File: src/rtl/pipelined_cla_addsub.sv
// Pipelined carry-lookahead adder/subtractor.
//
// The operands are split into 4-bit lookahead groups. Each pipeline stage
// evaluates GROUPS_PER_STAGE groups, chaining their carries combinationally,
// and registers the group carry for the next stage. Operand slices that have
// not been consumed yet travel forward with the beat (input skew). Sum slices
// that are already finished travel forward too, so the last stage holds a
// fully aligned result (output deskew).
//
// Ports:
//   clk, rst_n           clock, asynchronous active-low reset
//   in_valid / in_ready  operand handshake (A, B, C0, sub)
//   out_valid / out_ready result handshake (S, C_out, ovf, zero)
//   sub=0: S = A + B + C0      sub=1: S = A - B - C0 (C_out=1 means no borrow)
//   ovf  = carry into MSB ^ carry out of MSB;  zero = (S == 0)
//
// Parameters: WIDTH (multiple of 4), GROUPS_PER_STAGE (divides WIDTH/4).

// One 4-bit lookahead group. Every carry is a flat sum of products of the
// group's P/G terms and the carry-in; there is no ripple inside the group.
module cla4 (
  input  logic [3:0] a,
  input  logic [3:0] b,
  input  logic       ci,
  output logic [3:0] s,
  output logic       co
);
  logic [3:0] p, g;
  logic       c1, c2, c3;

  assign p  = a ^ b;
  assign g  = a & b;
  assign c1 = g[0] | (p[0] & ci);
  assign c2 = g[1] | (p[1] & g[0]) | (p[1] & p[0] & ci);
  assign c3 = g[2] | (p[2] & g[1]) | (p[2] & p[1] & g[0]) | (p[2] & p[1] & p[0] & ci);
  assign co = g[3] | (p[3] & g[2]) | (p[3] & p[2] & g[1]) | (p[3] & p[2] & p[1] & g[0])
            | (&p & ci);
  assign s  = p ^ {c3, c2, c1, ci};
endmodule

module pipelined_cla_addsub #(
  parameter int WIDTH            = 16,
  parameter int GROUPS_PER_STAGE = 1
) (
  input  logic             clk,
  input  logic             rst_n,
  input  logic             in_valid,
  output logic             in_ready,
  input  logic [WIDTH-1:0] A,
  input  logic [WIDTH-1:0] B,
  input  logic             C0,
  input  logic             sub,
  output logic             out_valid,
  input  logic             out_ready,
  output logic [WIDTH-1:0] S,
  output logic             C_out,
  output logic             ovf,
  output logic             zero
);
  localparam int NGROUPS = WIDTH / 4;
  localparam int STAGES  = NGROUPS / GROUPS_PER_STAGE;
  localparam int SW      = 4 * GROUPS_PER_STAGE;   // bits resolved per stage

  logic [STAGES-1:0] vld_pipe, adv, ld;
  logic              rdy0;

  // Ready ripples back from the output: a stage can take a beat if it is
  // empty or its own beat moves on this cycle.
  always_comb begin : hs
    logic r;
    r   = out_ready;
    adv = '0;
    for (int k = STAGES - 1; k >= 0; k--) begin
      adv[k] = vld_pipe[k] & r;
      r      = ~vld_pipe[k] | adv[k];
    end
    rdy0 = r;
  end

  // Gated with rst_n so nothing is offered as accepted while reset is held.
  assign in_ready = rst_n & rdy0;

  always_comb begin
    ld    = '0;
    ld[0] = in_valid & in_ready;
    for (int k = 1; k < STAGES; k++) ld[k] = adv[k-1];
  end

  always_ff @(posedge clk or negedge rst_n) begin
    if (!rst_n) vld_pipe <= '0;
    else begin
      for (int k = 0; k < STAGES; k++) begin
        if (ld[k])       vld_pipe[k] <= 1'b1;
        else if (adv[k]) vld_pipe[k] <= 1'b0;
      end
    end
  end

  assign out_valid = vld_pipe[STAGES-1];
  assign zero      = out_valid & ~|S;

  for (genvar k = 0; k < STAGES; k++) begin : stg
    localparam int RIN = WIDTH - k * SW;   // operand bits still unconsumed
    logic [RIN-1:0]      a_in, b_in;
    logic                c_in;
    logic [SW-1:0]       s_grp;
    logic [(k+1)*SW-1:0] s_nxt, s_q;

    // B is inverted (and the carry-in flipped) once at entry, so later
    // stages see a plain add and no longer need the sub flag.
    if (k == 0) begin : g_src
      assign a_in  = A;
      assign b_in  = B ^ {WIDTH{sub}};
      assign c_in  = C0 ^ sub;
      assign s_nxt = s_grp;
    end else begin : g_src
      assign a_in  = stg[k-1].g_mid.a_q;
      assign b_in  = stg[k-1].g_mid.b_q;
      assign c_in  = stg[k-1].g_mid.c_q;
      assign s_nxt = {s_grp, stg[k-1].s_q};
    end

    for (genvar j = 0; j < GROUPS_PER_STAGE; j++) begin : grp
      logic       ci, co;
      logic [3:0] s;
      if (j == 0) begin : g_ci
        assign ci = c_in;
      end else begin : g_ci
        assign ci = grp[j-1].co;
      end
      cla4 u_cla (.a(a_in[4*j +: 4]), .b(b_in[4*j +: 4]), .ci(ci), .s(s), .co(co));
      assign s_grp[4*j +: 4] = s;
    end

    always_ff @(posedge clk or negedge rst_n) begin
      if (!rst_n)     s_q <= '0;
      else if (ld[k]) s_q <= s_nxt;
    end

    if (k < STAGES - 1) begin : g_mid
      logic [RIN-SW-1:0] a_q, b_q;
      logic              c_q;
      always_ff @(posedge clk or negedge rst_n) begin
        if (!rst_n) begin
          a_q <= '0;
          b_q <= '0;
          c_q <= 1'b0;
        end else if (ld[k]) begin
          a_q <= a_in[RIN-1:SW];
          b_q <= b_in[RIN-1:SW];
          c_q <= grp[GROUPS_PER_STAGE-1].co;
        end
      end
    end else begin : g_last
      logic co_q, ovf_q, c_msb;
      // Carry into the MSB recovered from the MSB sum bit: s = a ^ b ^ c.
      assign c_msb = a_in[RIN-1] ^ b_in[RIN-1] ^ s_grp[SW-1];
      always_ff @(posedge clk or negedge rst_n) begin
        if (!rst_n) begin
          co_q  <= 1'b0;
          ovf_q <= 1'b0;
        end else if (ld[k]) begin
          co_q  <= grp[GROUPS_PER_STAGE-1].co;
          ovf_q <= grp[GROUPS_PER_STAGE-1].co ^ c_msb;
        end
      end
      assign S     = s_q;
      assign C_out = co_q;
      assign ovf   = ovf_q;
    end
  end
endmodule
File: config.mk
export PLATFORM = sky130hd
export DESIGN_NAME = pipelined_cla_addsub
export DESIGN_NICKNAME = d
export VERILOG_FILES = /design/src/rtl/pipelined_cla_addsub.sv
export SDC_FILE = /design/constraint.sdc
export NUM_CORES = 1
export LEC_CHECK = 0
export CAP_MARGIN = 20
export CORE_MARGIN = 3
export CORE_UTILIZATION = 55
export DETAILED_ROUTE_END_ITERATION = 6
export PLACE_DENSITY_LB_ADDON = 0.08
export SLEW_MARGIN = 25
export SYNTH_ARGS = -nofsm -noshare
export SYNTH_HDL_FRONTEND = slang
export SYNTH_HIERARCHICAL = 1
export SYNTH_SLANG_ARGS = --single-unit
File: constraint.sdc
create_clock -name clk -period 2.2 [get_ports clk]
set_clock_uncertainty 0.1 [all_clocks]
set_input_delay 0.44 -clock clk [delete_from_list [all_inputs] [get_ports clk]]
set_output_delay 0.44 -clock clk [all_outputs]
set_load 0.02 [all_outputs]
==> summary.txt <==
Flow run
  • MaxCap Viol Count: 0

Setup path
  • Crit path DAT: roughly 1.6 ns
  • Cells along the critical path: nor4_1 -> buf_4 -> nand4_1 -> nor4_2 -> buf_4
  • Slowest cell on the critical path: dfrtp_1
  • Critical path type: reg2out
  • Worst Path Max Fanout: 2
  • Largest stage delay, worst path: a little under 0.4 ns
  • Critical Path RT: 1.66 ns
  • Crit. End Element: output pin
  • Startpoint Class: flop
  • CP most frequent cell: buf_4

Detailed routing
  • Avg Vias per Cell: 5.23
  • DRT iter0 DRCs: 87
  • Post-DRT Antenna Nets: 0
  • Vias: about 2600
  • Highest Signal Layer: met4
  • Wirelength per Cell: around 15 um
  • M1 WL: 3560 um
  • WL met3: 342 um
  • Drt pass-1 iters: 4
  • DRC: 0
  • Routed length on met2: around 3500 um
  • Routed WL: 7490 um

GRT
  • Initial antenna violation count: 0
  • GRT overflow: 0
  • Vias in the first global route: 2614
  • First-pass GRT wire length: 12600 um
  • Gr usage total: 0.181
  • Largest net degree at the start of global routing: 60

CTS
  • Clk Latency, worst-skew pair: about 0.36 ns
  • TritonCTS clock tree: built
  • H-tree depth: 3
  • Hold-fix buffers, CTS: 0
  • Clock buffer count from CTS: 9
  • Clock root cell: clkbuf_8
  • Clk buf depth: 2
  • CTS sink cnt: 97
  • Reg clk slew, reported paths: 0.10 ns

Logic synthesis
  • Synth area leaders: dfrtp_1 55%, mux2_2 21%, xor2_1 4.5%
  • Post-synth EDFFs: 0
  • Asr flop ratio synth: 1.00
  • Cells after synthesis: about 300
  • Mapped Nets: ~360
  • Seq cells post-synth: between 90 and 100
  • Synth Flop Type: dfrtp_1
  • Syn Area/Cell: 14.6 sq um
  • Top-area cell type share of the netlist area: 0.545
  • Seq/Total Area, Yosys: 0.545
  • Post-synthesis cell type count: 24
  • Yosys Warn Count: 6
  • Synth Cell Area: between 4000 and 5000 sq um
  • Cell taking the most area after synthesis: dfrtp_1

Floorplan
  • Die area: ~9200 sq um
  • Core footprint: approximately 8000 sq um
  • Die Wd: around 96 um
  • Die H: around 96 um
  • # IOs: 59
  • Rows: 32
  • Initial Util: 0.570

STA
  • RSZ-0062 raised after global routing: yes
  • Fmax: approximately 0.46 GHz
  • Max-slew violations: 0
  • Hold_ws: 0.0398 ns
  • Final setup fails: 0
  • Minimum clock period after layout: approximately 2.2 ns
  • Final setup margin: about 0.044 ns
  • Rel. slew slack: 0.510
  • Final Hold Viols: 0
  • Measured slew at the worst slew-check pin: roughly 0.73 ns
  • Final worst path period share: 0.980

Finish
  • Share of cells above drive strength 1: 0.356
  • Final core utilization: 0.709
  • Layout Area Growth over Synthesis: 24.4%
  • Antenna cells: 0
  • Final nets: between 400 and 500
  • Fill count: about 570

Power
  • Power per cell area: between 1000 and 1500 nW/um^2
  • Tot Pwr: around 6.5 mW
  • Leakage: about 2.5 nW
  • Max VDD drop: 448 uV

Hold path
  • Worst hold-check path type: in2async

Placed design
  • Port Buffers: 58
  • Place WS: -0.427 ns
  • Dpl hpwl: about 5500 um
  • RD Place Congestion: approximately 0.74

Status
  • Status: finished, final reports clean
==> path summary, 6_finish.rpt <==
check | startpoint | endpoint | slack (ns) | cells after the start
max in group asynchronous | rst_n | stg[0].g_mid.b_q[1] | 0.84 | 3
max reg2reg | stg[2].g_mid.a_q[0] | ovf | 0.08 | 7
min reg2reg | stg[1].g_mid.b_q[4] | stg[1].g_mid.b_q[4] | 0.41 | 1
min in group clk | rst_n | vld_pipe[0] | 0.28 | 3
min | rst_n | stg[0].g_mid.b_q[8] | 0.04 | 2
max | S[2] | zero | 0.04 | 5
==> layout by cell type (no fill, tap or decap), drive strengths merged, types with 5 or more instances in the layout <==
cell	netlist	layout
a21o	12	12
a21oi	5	5
buf	10	24
clkbuf	0	9
clkdlybuf4s50	0	54
dfrtp	97	97
ha	16	16
inv	12	15
mux2	93	93
nand2	6	6
xnor2	9	9
xor2	23	23
==> registers in the layout, summed over array words and instances (netlist names) <==
signal	flops
vld_pipe	4
stg.g_mid.b_q	24
C_out	1
stg.g_mid.c_q	3
stg.s_q	24
S	16
stg.g_mid.a_q	24
ovf	1
==> timing repair <==
item,4_1_cts,5_1_grt
endpoints found under the hold margin,0,0
gates resized for setup,10,6
setup buffers,0,1
pin swaps,0,1
setup endpoints to repair,4,2
==> cell families (layout without fill, tap and decap cells) <==
| group | Yosys count | count (layout) | share of synthesized area |
|---|---|---|---|
| AOI/OAI and AO/OA | 21 | 21 | 0.0346 |
| xor gates and xnor gates | 32 | 32 | 0.0630 |
| adders and majority gates | 20 | 20 | 0.0630 |
| buffers and inverters | 22 | 107 | 0.0242 |
| DFF | 97 | 97 | 0.545 |
| muxes | 93 | 93 | 0.244 |
| and+or+nand+nor | 20 | 20 | 0.0264 |
==> layout make-up <==
cell class,count,area [sq um],share of cell area
clock buffers,9,124,0.0224
repair buffers,79,764,0.138
multi-input cells,186,1960,0.354
clock inverters,7,86.3,0.0156
well taps,102,128,0.0230
inverters,12,45.0,0.00813
flip-flops and latches,97,2430,0.438
==> per-stage QoR <==
stage / instance area, sq um / std cells / TNS [ns]
finish: 5540 / 492 / 0
global route: 5540 / 492 / -0.0471
CTS: 5490 / 491 / -0.0427
detailed placement: 5290 / 475 / -3.40
global placement: 5290 / 475 / -2.73
floorplan: 4460 / 305 / 0
==> where the power goes <==
part	internal [mW]	leakage, nW	switching (mW)
registers	2.42	1.15	0.433
clock network	0.548	0.107	0.655
logic	1.46	1.27	0.998
==> layer usage <==
layer	vias up	GRT usage
met5	-	0
met4	0	0.0557
met3	9	0.0485
met2	47	0.277
met1	1288	0.252
li1	1231	-
==> critical path: cells and delay by family (launching register included) <==
family | cells | cell delay, ns
buffers and inverters | 2 | 0.34
DFF | 1 | 0.39
and+or+nand+nor | 3 | 0.53
==> cell usage after synthesis, types with 2 or more instances <==
cell type  count
dfrtp_1       97
a21o_1        12
mux2_4        10
a21oi_1        4
buf_6          2
xor2_1        23
ha_1          16
xnor2_1        9
nand2b_1       4
inv_1         12
a31o_1         4
nand2_1        6
buf_2          8
mux2_2        83
fa_1           4
nor4_1         3
Note: power is estimated with default switching activity, not from simulation.
